**config.mk**
```make
export PLATFORM = sky130hd
export DESIGN_NAME = div_sequencer
export DESIGN_NICKNAME = d
export VERILOG_FILES = /design/src/rtl/div_sequencer.sv
export SDC_FILE = /design/constraint.sdc
export NUM_CORES = 1
export LEC_CHECK = 0
export ABC_AREA = 1
export BUFFER_PORTS_ARGS = -buffer_cell sky130_fd_sc_hd__buf_2
export CORE_ASPECT_RATIO = 1.75
export CORE_UTILIZATION = 61
export CTS_BUF_LIST = sky130_fd_sc_hd__clkbuf_8
export DETAILED_ROUTE_END_ITERATION = 8
export PLACE_DENSITY = 0.88
export SETUP_SLACK_MARGIN = 0.3
export SYNTH_ARGS = -nofsm -noshare
export SYNTH_HDL_FRONTEND = slang
export SYNTH_SLANG_ARGS = --single-unit
```
**constraint.sdc**
```tcl
create_clock -name clk -period 4 [get_ports clk]
set_input_delay 0.4 -clock clk [delete_from_list [all_inputs] [get_ports clk]]
set_output_delay 0.4 -clock clk [all_outputs]
set_load 0.01 [all_outputs]
```
**src/rtl/div_sequencer.sv**
```systemverilog
// div_sequencer: sequences signed/unsigned 32-bit divide and remainder
// requests through an external unsigned divider core.
// It drives the core with operand magnitudes, applies sign correction to
// the core's result, and answers divide-by-zero and signed-overflow
// requests directly without using the core.
// Optional feature macro: DIV_RESULT_CACHE_EN. When it is defined, the
// last core result is kept so a repeated operand pair (for example DIV
// then REM of the same operands) is answered without using the core.
module div_sequencer #(
   parameter int TAG_W = 5
) (
   input  logic             clk,
   input  logic             reset,
   input  logic             flush,
   input  logic             req_valid,
   output logic             req_ready,
   input  logic [1:0]       req_op,
   input  logic [31:0]      req_a,
   input  logic [31:0]      req_b,
   input  logic [TAG_W-1:0] req_tag,
   output logic             resp_valid,
   input  logic             resp_ready,
   output logic [31:0]      resp_data,
   output logic [TAG_W-1:0] resp_tag,
   output logic             core_valid,
   output logic [31:0]      core_a,
   output logic [31:0]      core_b,
   input  logic [31:0]      core_y,
   input  logic [31:0]      core_rem,
   input  logic             core_done
);

   localparam int DATA_W = 32;

   localparam logic [1:0] OP_DIV  = 2'b00;
   localparam logic [1:0] OP_DIVU = 2'b01;
   localparam logic [1:0] OP_REM  = 2'b10;

   localparam logic [DATA_W-1:0] SIGNED_MIN = {1'b1, {(DATA_W-1){1'b0}}};
   localparam logic [DATA_W-1:0] ALL_ONES   = {DATA_W{1'b1}};

   typedef enum logic [1:0] {IDLE, RUN, FIX, RESP} state_t;

   state_t state;

   // Magnitude for the unsigned core. Negating 0x80000000 wraps back to
   // 0x80000000, which is the correct unsigned magnitude, so no saturation.
   function automatic logic [DATA_W-1:0] magnitude(input logic signed [DATA_W-1:0] v,
                                                  input logic sgn_op);
      logic signed [DATA_W-1:0] neg_v;
      neg_v = -v;
      if (sgn_op && v[DATA_W-1])
         return neg_v;
      return v;
   endfunction

   // Sign correction of the unsigned core result for the requested op.
   function automatic logic [DATA_W-1:0] sign_fix(input logic [1:0] op,
                                                 input logic [DATA_W-1:0] q,
                                                 input logic [DATA_W-1:0] r,
                                                 input logic sa,
                                                 input logic sb);
      logic signed [DATA_W-1:0] q_s;
      logic signed [DATA_W-1:0] r_s;
      logic [DATA_W-1:0]        neg_q;
      logic [DATA_W-1:0]        neg_r;
      q_s   = q;
      r_s   = r;
      neg_q = -q_s;
      neg_r = -r_s;
      case (op)
         OP_DIV:  return (sa ^ sb) ? neg_q : q;
         OP_REM:  return sa ? neg_r : r;
         OP_DIVU: return q;
         default: return r;
      endcase
   endfunction

   // Request decode: signedness, operand signs, fast-path detection.
   logic                     sgn_req;
   logic                     sa_req;
   logic                     sb_req;
   logic                     div_zero;
   logic                     sgn_ovf;
   logic                     fast_hit;
   logic [DATA_W-1:0]        fast_data;
   logic signed [DATA_W-1:0] req_a_s;
   logic signed [DATA_W-1:0] req_b_s;
   logic                     cache_hit;
   logic [DATA_W-1:0]        cache_data;

   assign req_a_s  = req_a;
   assign req_b_s  = req_b;
   assign sgn_req  = ~req_op[0];
   assign sa_req   = sgn_req & req_a[DATA_W-1];
   assign sb_req   = sgn_req & req_b[DATA_W-1];
   assign div_zero = (req_b == '0);
   assign sgn_ovf  = sgn_req && (req_a == SIGNED_MIN) && (req_b == ALL_ONES);
   assign fast_hit = div_zero || sgn_ovf;

   // Architectural results for divide-by-zero and signed overflow.
   always_comb begin
      fast_data = '0;
      if (div_zero)
         fast_data = req_op[1] ? req_a : ALL_ONES;
      else
         fast_data = req_op[1] ? '0 : SIGNED_MIN;
   end

   // Per-operation context and captured core outputs (datapath, no reset).
   logic [1:0]        op_r;
   logic [TAG_W-1:0]  tag_r;
   logic              sa_r;
   logic              sb_r;
   logic [DATA_W-1:0] q_r;
   logic [DATA_W-1:0] r_r;

   // Capture request context on transfer and core results on completion.
   always_ff @(posedge clk) begin
      if (req_ready && req_valid) begin
         op_r  <= req_op;
         tag_r <= req_tag;
         sa_r  <= sa_req;
         sb_r  <= sb_req;
      end
      if (state == RUN && core_done) begin
         q_r <= core_y;
         r_r <= core_rem;
      end
   end

`ifdef DIV_RESULT_CACHE_EN
   logic              cache_vld;
   logic              cache_sgn;
   logic [DATA_W-1:0] a_raw;
   logic [DATA_W-1:0] b_raw;
   logic [DATA_W-1:0] cache_a;
   logic [DATA_W-1:0] cache_b;
   logic [DATA_W-1:0] cache_q;
   logic [DATA_W-1:0] cache_r;

   // Keep the raw operands of the in-flight op so the cache key matches requests.
   always_ff @(posedge clk) begin
      if (req_ready && req_valid) begin
         a_raw <= req_a;
         b_raw <= req_b;
      end
   end

   // Cache validity: lost on reset and flush, set by each completed core op.
   always_ff @(posedge clk or negedge reset) begin
      if (!reset)
         cache_vld <= 1'b0;
      else if (flush)
         cache_vld <= 1'b0;
      else if (state == RUN && core_done)
         cache_vld <= 1'b1;
   end

   // Cache contents: uncorrected core outputs plus the key they belong to.
   always_ff @(posedge clk) begin
      if (state == RUN && core_done) begin
         cache_a   <= a_raw;
         cache_b   <= b_raw;
         cache_sgn <= ~op_r[0];
         cache_q   <= core_y;
         cache_r   <= core_rem;
      end
   end

   assign cache_hit  = cache_vld && (req_a == cache_a) && (req_b == cache_b) &&
                       (sgn_req == cache_sgn);
   assign cache_data = sign_fix(req_op, cache_q, cache_r, sa_req, sb_req);
`else
   assign cache_hit  = 1'b0;
   assign cache_data = '0;
`endif

   // Control FSM with registered handshake, core-enable and response outputs.
   always_ff @(posedge clk or negedge reset) begin
      if (!reset) begin
         state      <= IDLE;
         req_ready  <= 1'b1;
         resp_valid <= 1'b0;
         core_valid <= 1'b0;
         core_a     <= '0;
         core_b     <= '0;
         resp_data  <= '0;
         resp_tag   <= '0;
      end else if (flush) begin
         state      <= IDLE;
         req_ready  <= 1'b1;
         resp_valid <= 1'b0;
         core_valid <= 1'b0;
      end else begin
         case (state)
            IDLE: begin
               if (req_valid) begin
                  req_ready <= 1'b0;
                  if (fast_hit || cache_hit) begin
                     resp_data  <= fast_hit ? fast_data : cache_data;
                     resp_tag   <= req_tag;
                     resp_valid <= 1'b1;
                     state      <= RESP;
                  end else begin
                     core_a     <= magnitude(req_a_s, sgn_req);
                     core_b     <= magnitude(req_b_s, sgn_req);
                     core_valid <= 1'b1;
                     state      <= RUN;
                  end
               end
            end
            RUN: begin
               if (core_done) begin
                  core_valid <= 1'b0;
                  state      <= FIX;
               end
            end
            FIX: begin
               resp_data  <= sign_fix(op_r, q_r, r_r, sa_r, sb_r);
               resp_tag   <= tag_r;
               resp_valid <= 1'b1;
               state      <= RESP;
            end
            RESP: begin
               if (resp_ready) begin
                  resp_valid <= 1'b0;
                  req_ready  <= 1'b1;
                  state      <= IDLE;
               end
            end
            default: state <= IDLE;
         endcase
      end
   end

endmodule

```
### Yosys cells after proc, flatten, opt, wreduce, memory -nomap -nowiden

Index checks and enable logic that the tools add are counted.
W data, S select, Z words.

| storage, ports and cells | value |
|---|---|
| memory bits (read-only) | 0 |
| memories | 0 |
| memory bits (writable) | 0 |
| output and inout port bits | 104 |
| register bits | 179 |
| latch bits | 0 |

| operators by class | value |
|---|---|
| shift-type cells | 0 |
| reduce and logical (&&, ||, !) cells | 20 |
| div/mod/pow operators | 0 |
| $add $sub $neg | 4 |
| mux-type cells | 46 |
| order comparisons | 0 |
| bitwise operators | 6 |
| eq/ne operators | 14 |
| multiply operators | 0 |

Operator list:

| kind | count |
|---|---|
| $mux W32 | 11 |
| $neg A32 Y32 | 4 |
| $pmux W32 S3 | 1 |
| $eq A32 B32 Y1 const B | 2 |
| $pmux W32 S2 | 1 |
| $logic_not A32 Y1 | 1 |
| $mux W1 | 21 |
| $reduce_and A4 Y1 | 4 |
| $ne A3 B3 Y1 const B | 5 |
| $mux W2 | 5 |
| $mux W5 | 2 |
| $pmux W5 S2 | 1 |
| $pmux W2 S4 | 1 |
| $eq A2 B2 Y1 const B | 3 |
| $logic_and A1 B1 Y1 | 6 |
| $reduce_and A3 Y1 | 2 |
| $reduce_bool A3 Y1 | 2 |
| $eq A2 B1 Y1 const B | 2 |
| $logic_not A2 Y1 | 2 |
| $ne A2 B2 Y1 const B | 2 |
| $pmux W1 S2 | 2 |
| $reduce_bool A4 Y1 | 1 |
| $not A1 Y1 | 3 |
| $pmux W1 S3 | 1 |
| other kinds (4) | 5 |

### Depth between registers and ports, before layout

| depth | value |
|---|---|
| word-level depth | 9 |
| depth in mapped cells | 14 |

### Worst setup path before layout

No wires, ideal clock.

| timing path | value |
|---|---|
| path kind | register to register |
| start | register state[1] |
| end | register q_r[0], enable pin |
| data arrival time | 1.930 ns |
| setup time | 0.418 ns |
| path buffers | 0 |
| cell stages (with the launch flop) | 5 |
| data required time | 3.582 ns |
| setup slack | 1.652 ns |
| path through | dfrtp_1 inv_1 ha_1 nand2_1 inv_1 |

| on the way | value |
|---|---|
| cells in the longest elaborated chain, start to end | 2 |

Ends and longest elaborated chain:

| what | line | source |
|---|---|---|
| start, declared | 44 | `state_t state;` |
| start signal, assigned | 182 | `state <= IDLE;` |
| start signal, assigned | 191 | `state <= IDLE;` |
| start signal, assigned | 204 | `state <= RESP;` |
| $eq A2 B1 Y1 | 126 | `if (state == RUN && core_done) begin` |
| $logic_and A1 B1 Y1 | 126 |  |
| end signal, assigned | 127 | `q_r <= core_y;` |
| end, declared | 115 | `logic [DATA_W-1:0] q_r;` |

Every way passes these cells.
A chain may end at the register's enable or synchronous reset.

### Final worst setup path

| timing path | value |
|---|---|
| start | register op_r[0] |
| end | register resp_data[2] |

| on the way | value |
|---|---|
| cells in the longest elaborated chain, start to end | 3 |
| elaborated cells between the ends (all ways) | 5 |
| classes of those cells | eq/ne: 2; mux: 2; reduce/logical: 1 |

Ends and longest elaborated chain:

| what | line | source |
|---|---|---|
| start, declared | 111 | `logic [1:0] op_r;` |
| start signal, assigned | 121 | `op_r <= req_op;` |
| $eq A2 B1 Y1, or another cell as far along | 71 | `case (op)` |
| $pmux W32 S3 (*) | 71 |  |
| $pmux W32 S2 (*) | 196 | `case (state)` |
| end signal, assigned | 201 | `resp_data <= fast_hit ? fast_data : cache_data;` |
| end signal, assigned | 220 | `resp_data <= sign_fix(op_r, q_r, r_r, sa_r, sb_r);` |
| end, declared | 23 | `output logic [31:0] resp_data,` |

Every way passes the cells marked *; elsewhere a longest branch is shown, timed or not.

==> run metrics <==
outcome complete, no violations; met3 Resource Use GR 5.169%; via-per-instance ratio 5.726; RSZ-0062 raised after global routing false; Clock Sinks 179; top_reg_cell synth dfrtp_1; vias 11390; Worst Path Buf+Inv 2; top cells by count, synth 413 x nand2_1, 218 x nor2_1, 142 x nand3_1, 117 x inv_1, 105 x dfrtp_1; vias in the first global route 11160; worst hold path type primary input to register; CP Class register to register; Area Overhead vs Synth 15.02%; Root Driver clkbuf_8; GP Congestion 0.9999; met1 usage 37.81%; minimum clock period 2.774 ns; GR Overflow Total 0; worst endpoint data arrival time 3.16 ns; Ports 245; post-CTS sizing 0; CP top delay family buffers and inverters; starting density of the core 62.25%; gr busiest metal met2; first-pass GRT wire length 54770 um; Post-synth ARST share 59.22%; Final setup viols 0; CP max stage delay 0.71 ns; final hold violation count 0; setup tns final 0 ns; Required @ worst endpoint 4.38 ns; Ys Warns 0; CP endpoint kind register; FILL cells 1587; Worst slew margin 38.58%; Yosys cell types 46; PwrDens 553.9 nW/um^2; Post-Syn Instances 1515; Final Cycle Share 69.35%; Die Area 18990 um^2; Synth Net Count 1665; clock slew at reported path FFs 0.12 ns; GRT Util Overall 37.25%; count leader, synth nand2_1; slew at the pin closest to its max-slew limit 0.9200 ns; Slew Limit Fails 0; Worst Setup Start Kind register; CP Max Fanout 23; wire length per cell 17.52 um; Final Util 71.60%; crit-path cells clkinv_1 > nand2_1 > inv_1 > o21ai_0 > a21oi_1 > a21oi_1 > o211ai_1 > nand2_1 > o21ai_0 > nand2_1 > nand2_1; maxcap violations 0; share of cells above drive strength 1 20.50%; met2 GRT Util 67.21%; skew final 0.02631 ns; fin nets 1889; f_max 0.3605 GHz; Post-synth EDFFs 73; sequential share of the synthesized area 43.11%; routed wire length 34870 um; CTS Buffer Depth 2; clock latency on the worst-skew pair 0.49 ns; critical path's slowest cell edfxtp_1; Iter 0 DRT Violations 873; postcts setup bufs 0; initial antenna violation count 5; Syn Std Cell Area 11240 um^2; DP HPWL 27210 um; Post-CTS Hold Buffers 1; DRT antenna net count 0; # rows 65; CTS tree done; Synth area leaders dfrtp_1 23%, edfxtp_1 20%, nand2_1 14%; maximum number of pins on one net before global-route repair 59; most frequent CP cell nand2_1; Synth area leader dfrtp_1; Synth top area share 23.38%; LEAKAGE 0.006273 uW; die width 104.6 um; depth of the CTS H-tree 4; first drt pass iteration count 6; DIE HEIGHT 181.6 um; PortBufs 244; Synth Register Bits 179; CTS Buf Count 17; drt drc 0; peak supply drop 0.3575 mV; core box area 18050 um^2; syn_area_per_cell 7.419 um^2
-- layer usage --
metal / wire [um] / part of all wire [%]
met5: 0 / 0
met4: 2926 / 8.4
met3: 2077 / 6.0
met2: 17970 / 52
met1: 11900 / 34
-- flip-flops by register name (all words and copies together) (netlist names) --
| register | cells |
|---|---|
| core_valid | 1 |
| state | 2 |
| core_a | 32 |
| req_ready | 1 |
| resp_valid | 1 |
| q_r | 32 |
| sa_r | 1 |
| core_b | 32 |
| resp_tag | 5 |
| r_r | 32 |
| tag_r | 5 |
| resp_data | 32 |
| op_r | 2 |
| sb_r | 1 |
-- through the flow --
stage          std cells  area (um^2)  hold slack, ns  power, uW  setup WS, ns
2_1_floorplan       1515        11240          0.1044       4769         1.652
3_3_place_gp        1953        12530          0.4496       5808         1.178
3_5_place_dp        1953        12530          0.4593       5901         1.121
4_1_cts             1985        12910         0.07447       7133         1.308
5_1_grt             1990        12930         0.07307       7591         1.066
6_report            1990        12930         0.08525       7160         1.226
-- logic make-up (layout without fill, tap and decap cells) --
kind of cell | Yosys count | in the layout | synth area share (%)
AOI/OAI and AO/OA | 225 | 225 | 11.22
DFF | 179 | 179 | 43.11
buffers and inverters | 177 | 413 | 7.113
xor gates and xnor gates | 53 | 53 | 4.130
and+or+nand+nor | 872 | 872 | 33.42
other | 0 | 5 | 0
adders and majority gates | 9 | 9 | 1.002
-- power by group --
part           internal [uW]  switching, uW  total (uW)  leakage, uW
combinational           1040           1860        2900      0.00407
sequential              2580            440        3020      0.00201
clock                    509            735        1240     0.000193
total                   4130           3040        7160      0.00627
-- worst register-to-register path, cell delays in order (launching register included) --
cell and delay, ns:
edfxtp_1 0.71, clkinv_1 0.45, nand2_1 0.25, inv_1 0.39, o21ai_0 0.21, a21oi_1 0.06
a21oi_1 0.14, o211ai_1 0.13, nand2_1 0.08, o21ai_0 0.09, nand2_1 0.09, nand2_1 0.05
-- layout make-up --
class	instances	area (um^2)	share of cell area, %
sequential	179	4846	37.49
timing repair buffer	256	1329	10.28
antenna	5	12.51	0.09679
clock inverter	14	143.9	1.113
tap	234	292.8	2.265
inverter	126	475.5	3.678
clock buffer	17	234.0	1.810
multi-input combinational	1159	5594	43.27
-- cell usage in the layout, fill, tap and decap left out, drive strengths merged --
| master | netlist | routed |
|---|---|---|
| nand2 | 433 | 433 |
| buf | 32 | 255 |
| nor2 | 233 | 233 |
| nand3 | 143 | 143 |
| inv | 121 | 129 |
| o21ai | 129 | 129 |
| dfrtp | 105 | 105 |
| edfxtp | 73 | 73 |
| a21oi | 71 | 71 |
| xor2 | 40 | 40 |
| nand4 | 32 | 32 |
| clkbuf | 19 | 17 |
| xnor2 | 13 | 13 |
| nor3 | 11 | 11 |
| o211ai | 10 | 10 |
| ha | 9 | 9 |
| clkinv | 5 | 9 |
| and3 | 7 | 7 |
| or2 | 7 | 7 |
| o31ai | 6 | 6 |
| diode | 0 | 5 |
| nand3b | 4 | 4 |
| a31oi | 3 | 3 |
| o22ai | 2 | 2 |
| o21bai | 1 | 1 |
| a31o | 1 | 1 |
| nor4 | 1 | 1 |
| o2111ai | 1 | 1 |
| and2 | 1 | 1 |
| a32oi | 1 | 1 |
| clkinvlp | 0 | 1 |
| bufinv | 0 | 1 |
| dlygate4sd3 | 0 | 1 |
| dfstp | 1 | 1 |
-- final timing paths --
path                            start      endpoint  slack [ns]  depth (start not counted)
min                        core_y[30]       q_r[30]        0.09                          1
max in group asynchronous       reset     req_ready        2.55                          3
max reg2reg                   op_r[0]  resp_data[2]        1.23                         11
min reg2reg                core_b[26]    core_b[26]        0.48                          2
min in group asynchronous       reset    core_b[18]        0.47                          2
max                           op_r[0]  resp_data[2]        1.23                         11
No activity file was read; power rests on OpenSTA's default activity.
